`src/rtl/vga_timing_ctrl.sv`:
```
`default_nettype none
// ============================================================================
// Module      : vga_timing_ctrl
// Description : VGA frame timing controller. Divides the system clock down to
//               a pixel strobe, runs the horizontal/vertical pixel counters
//               and produces registered blanking, sync, coordinate and
//               line/frame start outputs.
// Ports       : clk, rst_n (async, active low), en (run enable)
//               pix_ce      - one-clk strobe, new pixel outputs valid
//               hblank/vblank, hsync/vsync (level per SYNC_POL)
//               x [XW-1:0], y [YW-1:0] - pixel coordinates
//               line_start, frame_start - start strobes
//               frame_cnt [7:0] - only when VGA_FRAME_CNT_EN is defined
// Options     : `define VGA_FRAME_CNT_EN adds the frame_cnt output.
// Revision    : 1.0 - initial release
// ============================================================================
module vga_timing_ctrl #(
    parameter int CLK_DIV  = 4,
    parameter int H_ACTIVE = 640,
    parameter int H_FP     = 16,
    parameter int H_SYNC   = 96,
    parameter int H_BP     = 48,
    parameter int V_ACTIVE = 480,
    parameter int V_FP     = 10,
    parameter int V_SYNC   = 2,
    parameter int V_BP     = 33,
    parameter int SYNC_POL = 0,
    localparam int H_TOTAL = H_ACTIVE + H_FP + H_SYNC + H_BP,
    localparam int V_TOTAL = V_ACTIVE + V_FP + V_SYNC + V_BP,
    localparam int XW      = $clog2(H_TOTAL),
    localparam int YW      = $clog2(V_TOTAL)
) (
    input  logic          clk,
    input  logic          rst_n,
    input  logic          en,
    output logic          pix_ce,
    output logic          hblank,
    output logic          vblank,
    output logic          hsync,
    output logic          vsync,
    output logic [XW-1:0] x,
    output logic [YW-1:0] y,
    output logic          line_start,
    output logic          frame_start
`ifdef VGA_FRAME_CNT_EN
    ,
    output logic [7:0]    frame_cnt
`endif
);

    localparam int DW = (CLK_DIV > 1) ? $clog2(CLK_DIV) : 1;

    localparam logic [DW-1:0] DIV_LAST = DW'(CLK_DIV - 1);
    localparam logic [XW-1:0] X_LAST   = XW'(H_TOTAL - 1);
    localparam logic [YW-1:0] Y_LAST   = YW'(V_TOTAL - 1);

    // Sync window bounds kept 32 bits wide so an end bound equal to a power
    // of two cannot wrap inside the counter width.
    localparam int unsigned HS_BEG = H_ACTIVE + H_FP;
    localparam int unsigned HS_END = H_ACTIVE + H_FP + H_SYNC;
    localparam int unsigned VS_BEG = V_ACTIVE + V_FP;
    localparam int unsigned VS_END = V_ACTIVE + V_FP + V_SYNC;

    localparam logic SYNC_ACT = (SYNC_POL != 0);

    logic [DW-1:0] div_cnt_q, div_cnt_d;
    logic [XW-1:0] x_q, x_d;
    logic [YW-1:0] y_q, y_d;
    logic          pix_ce_q, line_start_q, frame_start_q;
    logic          hblank_q, vblank_q, hsync_q, vsync_q;
    logic          advance;
    logic          hblank_d, vblank_d, hsync_d, vsync_d;
    logic          line_start_d, frame_start_d;

    // Next-state counters. When en is low every _d equals its _q, so the
    // decoded levels below naturally hold as well.
    always_comb begin
        advance   = en && (div_cnt_q == DIV_LAST);
        div_cnt_d = div_cnt_q;
        x_d       = x_q;
        y_d       = y_q;
        if (en) begin
            div_cnt_d = advance ? '0 : div_cnt_q + 1'b1;
        end
        if (advance) begin
            x_d = (x_q == X_LAST) ? '0 : x_q + 1'b1;
            if (x_q == X_LAST) begin
                y_d = (y_q == Y_LAST) ? '0 : y_q + 1'b1;
            end
        end
    end

    // Decode from the next-state counters so the registered levels are
    // aligned with the registered x/y.
    always_comb begin
        hblank_d      = (32'(x_d) >= 32'(H_ACTIVE));
        vblank_d      = (32'(y_d) >= 32'(V_ACTIVE));
        hsync_d       = ((32'(x_d) >= HS_BEG) && (32'(x_d) < HS_END)) ? SYNC_ACT : !SYNC_ACT;
        vsync_d       = ((32'(y_d) >= VS_BEG) && (32'(y_d) < VS_END)) ? SYNC_ACT : !SYNC_ACT;
        line_start_d  = advance && (x_d == '0);
        frame_start_d = advance && (x_d == '0) && (y_d == '0);
    end

    always_ff @(posedge clk or negedge rst_n) begin
        if (!rst_n) begin
            div_cnt_q     <= '0;
            x_q           <= X_LAST;
            y_q           <= Y_LAST;
            hblank_q      <= 1'b1;
            vblank_q      <= 1'b1;
            hsync_q       <= !SYNC_ACT;
            vsync_q       <= !SYNC_ACT;
            pix_ce_q      <= 1'b0;
            line_start_q  <= 1'b0;
            frame_start_q <= 1'b0;
        end else begin
            div_cnt_q     <= div_cnt_d;
            x_q           <= x_d;
            y_q           <= y_d;
            hblank_q      <= hblank_d;
            vblank_q      <= vblank_d;
            hsync_q       <= hsync_d;
            vsync_q       <= vsync_d;
            pix_ce_q      <= advance;
            line_start_q  <= line_start_d;
            frame_start_q <= frame_start_d;
        end
    end

`ifdef VGA_FRAME_CNT_EN
    logic [7:0] frame_cnt_q;

    // Counts on the same edge that raises frame_start; wraps 255 -> 0.
    always_ff @(posedge clk or negedge rst_n) begin
        if (!rst_n) begin
            frame_cnt_q <= 8'd0;
        end else if (frame_start_d) begin
            frame_cnt_q <= frame_cnt_q + 8'd1;
        end
    end

    assign frame_cnt = frame_cnt_q;
`endif

    assign pix_ce      = pix_ce_q;
    assign hblank      = hblank_q;
    assign vblank      = vblank_q;
    assign hsync       = hsync_q;
    assign vsync       = vsync_q;
    assign x           = x_q;
    assign y           = y_q;
    assign line_start  = line_start_q;
    assign frame_start = frame_start_q;

endmodule
`default_nettype wire

```
`config.mk`:
```
export PLATFORM = sky130hd
export DESIGN_NAME = vga_timing_ctrl
export DESIGN_NICKNAME = d
export VERILOG_FILES = /design/src/rtl/vga_timing_ctrl.sv
export SDC_FILE = /design/constraint.sdc
export NUM_CORES = 1
export LEC_CHECK = 0
export CORE_MARGIN = 4
export CORE_UTILIZATION = 50
export CTS_CLUSTER_DIAMETER = 100
export DETAILED_ROUTE_END_ITERATION = 7
export GPL_TIMING_DRIVEN = 0
export PLACE_DENSITY = 0.76
export SYNTH_ARGS = -nofsm -noshare
export SYNTH_HDL_FRONTEND = slang
export SYNTH_SLANG_ARGS = --single-unit
```
`constraint.sdc`:
```
create_clock -name clk -period 3.3 [get_ports clk]
set_input_delay 0.495 -clock clk [delete_from_list [all_inputs] [get_ports clk]]
set_output_delay 0.495 -clock clk [all_outputs]
set_load 0.005 [all_outputs]
```
## Yosys cells after proc, flatten, opt, wreduce, memory -nomap -nowiden

Index checks and enable logic that the tools add are counted.

- Multiplexer cells: 8
- Reductions and logical operators: 7
- Add/subtract/negate cells: 3
- Magnitude comparators: 6
- Eq/ne operators: 3

Operator list:

| operator | number |
|---|---|
| 2-to-1 mux 10 bit | 5 |
| adder 10 x 1 -> 10 bit, second input constant | 2 |
| == test 10 bit, second input constant | 2 |
| greater-or-equal comparator 10 bit, second input constant | 2 |
| greater-or-equal comparator 10 x 9 -> 1 bit, second input constant | 2 |
| logical NOT 10 bit | 2 |
| < comparator 10 bit, second input constant | 1 |
| < comparator 10 x 9 -> 1 bit, second input constant | 1 |
| logical AND 1 bit | 5 |
| adder 2 x 1 -> 2 bit, second input constant | 1 |
| == test 2 bit, second input constant | 1 |
| 2-to-1 mux 1 bit | 2 |
| 2-to-1 mux 2 bit | 1 |

- Input port bits: 3
- Flip-flop bits (word level): 29
- Output and inout port bits: 27
- Word-level logic and storage cells: 37

## Logic depth before layout (Yosys ltp)

- Word-level depth: 7
- Gate-level depth with buffers: 8
- Gate-level depth less buffers: 8

## Worst setup path before layout

OpenSTA, ideal clock, no wires.

- Kind: register -> register
- From: register x_q[0] (netlist: x[0])
- To: register frame_start_q (netlist: frame_start)
- Period minus slack after synthesis: 2.435 ns
- Path slack: 0.865 ns
- Setup time: 0.067 ns
- Required time: 3.233 ns
- Stages on the path, launching flop included: 8
- Data arrival time: 2.368 ns
- Buffers on the path: 0
- Cell sequence: dfstp_2 > ha_1 > nand4_1 > or4_4 > o41ai_2 > nand3_1 > a221oi_2 > and3_1

- Word-level cells in the longest chain between the ends: 6
- Elaborated cells on any way between the ends: 10
- Those cells by class: add/sub (1); eq/ne (1); mux (4); reduce/logical (4)

Ends and longest elaborated chain:

| what | line | RTL |
|---|---|---|
| start, declared | 67 | `logic [XW-1:0] x_q, x_d;` |
| start signal, assigned | 107 | `x_q <= X_LAST;` |
| start signal, assigned | 118 | `x_q <= x_d;` |
| adder 10 x 1 -> 10 bit or == test 10 bit (tied branches) | 86, 87 |  |
| 2-to-1 mux 10 bit | 86 | `x_d = (x_q == X_LAST) ? '0 : x_q + 1'b1;` |
| 2-to-1 mux 10 bit | 85 | `if (advance) begin` |
| logical NOT 10 bit | 101 | `frame_start_d = advance && (x_d == '0) && (y_d == '0);` |
| logical AND 1 bit | 101 |  |
| logical AND 1 bit * | 101 |  |
| net frame_start_d | 73 | `logic line_start_d, frame_start_d;` |
| end signal, assigned | 126 | `frame_start_q <= frame_start_d;` |
| end, declared | 69 | `logic pix_ce_q, line_start_q, frame_start_q;` |

Mark *: on every way through the listed nets, which the timed path passes. The rest lies on a longest branch.
A chain may end at the register's enable or synchronous reset.

## Worst setup path in the final report

- From: register y_q[0] (netlist: y[0])
- To: register frame_start_q (netlist: frame_start)

- Word-level cells in the longest chain between the ends: 6
- Elaborated cells on any way between the ends: 7
- Those cells by class: add/sub (1); eq/ne (1); mux (3); reduce/logical (2)

Ends and longest elaborated chain:

| what | line | RTL |
|---|---|---|
| start, declared | 68 | `logic [YW-1:0] y_q, y_d;` |
| start signal, assigned | 119 | `y_q <= y_d;` |
| adder 10 x 1 -> 10 bit or == test 10 bit (tied branches) | 88 | `y_d = (y_q == Y_LAST) ? '0 : y_q + 1'b1;` |
| 2-to-1 mux 10 bit | 88 |  |
| 2-to-1 mux 10 bit | 87 | `if (x_q == X_LAST) begin` |
| 2-to-1 mux 10 bit * | 85 |  |
| logical NOT 10 bit * | 101 |  |
| logical AND 1 bit * | 101 |  |
| net frame_start_d | 73 |  |

Marks and branches as above.

==> metrics <==
Area after DPL=2020 um2; crit-path max cell delay=600 ps; Vias/cell=5.72; RSZ-0062 raised after global routing=no; worst path buffer plus inverter count=1; DIE WIDTH=65.9 um; number of antenna violations at the first check in global routing=0; first-pass GRT wire length=6.28 mm; min Tclk post-route=2830 ps; hold buffer count at cts=0; H-Tree Depth=2; crit-path max FO=8; nature of the critical path startpoint=register; DR vias=1465; Leak Pwr=0.000805 uW; post-synth top area share=0.224; post-cts sizing count=0; path depth of the worst reg2reg path=8; synth top area cells=dfrtp_1, dfstp_2, o21ai_0, xnor2_1, nand2_1; ys flop type=dfrtp_1; top cells by count, synth=dfrtp_1, nand2_1, dfstp_2, nor2_1, o21ai_0; Syn Inst Count=175; vias in the first global route=1466; Residual DRC=0; Die H=65.9 um; Setup violations, final=0; Num CTS Buffers=5; clk_lat worst skew=320 ps; HPWL Detailed=2.76 mm; Worst Path Arrival=3100 ps; CP endpoint kind=register; Max Transition Viols Final=0; CTS tree=yes; total stage count of the critical path=8; dpl ws=389 ps; min-delay worst type=in -> async; Max-Cap Viols=0; #FFs+latches synth=29; Root Buffer=clkbuf_4; DRT antenna net count=0; Final Skew=12.0 ps; final net count=218; clk buf depth=2; sequential share of the synthesized area=0.444; clock sinks=29; Syn Area/Cell=9.57 um2; Worst Tran Pin Value=768 ps; Async SR Flop Fraction=1.00; Synth Net Count=182; synthesized area=1680 um2; reg2reg end=frame_start; RR Startpoint=y[0]; flop2flop setup slack=470 ps; clock-pin slew on the worst setup and hold paths=90 ps; Buffers on Ports=29; CP cell instances=inv_1, ha_1, or4b_2, nor4_2, nor2_1, o32a_1, nor4_1, and3_1; Netlist cell types=51; die area=4340 um2; final hold violations=0; Achievable Freq=353 MHz; post-route cell area=2070 um2; initial drt markers=60; Tcrit/Tclk final=0.858; Overflow after GRT=0; Worst EP required=3570 ps; initial core utilization=0.536; Boundary Pins=30; yosys warns=0; Post-synth EDFFs=0; relative slew slack=0.483; Area Overhead vs Synth=23.8%; drt pass-1 iters=4; run status=finished, final reports clean; antenna diode count=0; final worst slack=467 ps; Yosys top cell by area=dfrtp_1; Critical Path Slowest Stage Cell=nor4_2; Rows=20; share of layout cells above drive strength 1=0.175; setup_tns=0 ps; Post-CTS Setup Bufs=0; Core Box Area=3130 um2; DR WL/cell=14.4 um; Power Density=426 nW/um2; largest net degree at the start of global routing=30; delay-heaviest family, CP=simple AND/OR/NAND/NOR gates; Post-Route WL=3.68 mm; Max IR drop VDD=0.000368 V; Total GRT Usage=0.187; GP Congestion=0.888; Setup CP Type=reg -> reg
-- stage by stage --
stage,hold WS [ps],total power (uW),instances,util
floorplan,199,573,175,-
global placement,488,659,248,0.646
detailed placement,494,670,248,0.646
CTS,508,890,256,0.665
global route,198,952,256,0.663
finish,167,883,256,0.663
-- power breakdown --
group | switching [uW] | internal, uW
registers | 45.2 | 415
logic | 94.6 | 110
clock network | 114 | 105
-- metal layers --
layer | up-vias | track usage | routed length [um]
li1 | 721 | - | -
met1 | 687 | 0.238 | 1710
met2 | 51 | 0.292 | 1720
met3 | 6 | 0.0578 | 203
met4 | 0 | 0.0803 | 47
met5 | - | 0 | 0
-- sequential cells by signal, summed over array words and instances, names as in the netlist --
name,count
x,10
vsync,1
hsync,1
line_start,1
div_cnt_q,2
frame_start,1
pix_ce,1
vblank,1
hblank,1
y,10
-- final cells by class --
cell class / instances / area [um2]
plain buffers: 7 / 38.8
clock buffers: 8 / 58.8
flip-flops and latches: 29 / 743
inverters: 5 / 18.8
multi-input cells: 134 / 875
well taps: 44 / 55.1
fillers: 264 / 1050
repair buffers: 29 / 285
-- logic make-up (layout without fill, tap and decap cells) --
group	count (synthesis)	count (layout)	share of synthesized area
AOI/OAI and AO/OA	36	36	0.151
DFF	29	29	0.444
and+or+nand+nor	82	82	0.276
adders and majority gates	4	4	0.0299
xor gates and xnor gates	10	10	0.0523
muxes	2	2	0.0134
buffers and inverters	12	49	0.0343
-- worst max-delay path by stage --
stage                     startpoint           to  slack (ps)
after global placement            en  frame_start         450
after CTS                       y[0]  frame_start         510
final                           y[0]  frame_start         470
after detailed placement          en  frame_start         390
after global routing            y[0]  frame_start         320
after floorplan                 x[0]  frame_start         860
-- placed cells by master (no fill, tap or decap), drive strengths merged, types with 3 or more instances in the layout --
cell           count
clkdlybuf4s50     28
nand2             15
dfrtp             15
nor2              14
dfstp             14
o21ai             13
clkbuf            12
nand3             11
nand4              7
xnor2              7
or3                6
nor4               6
inv                5
and3               4
a21oi              4
ha                 4
nor3               4
buf                4
xor2               3
o31ai              3
a21o               3
or2                3
Note: power is estimated with default switching activity, not from simulation.
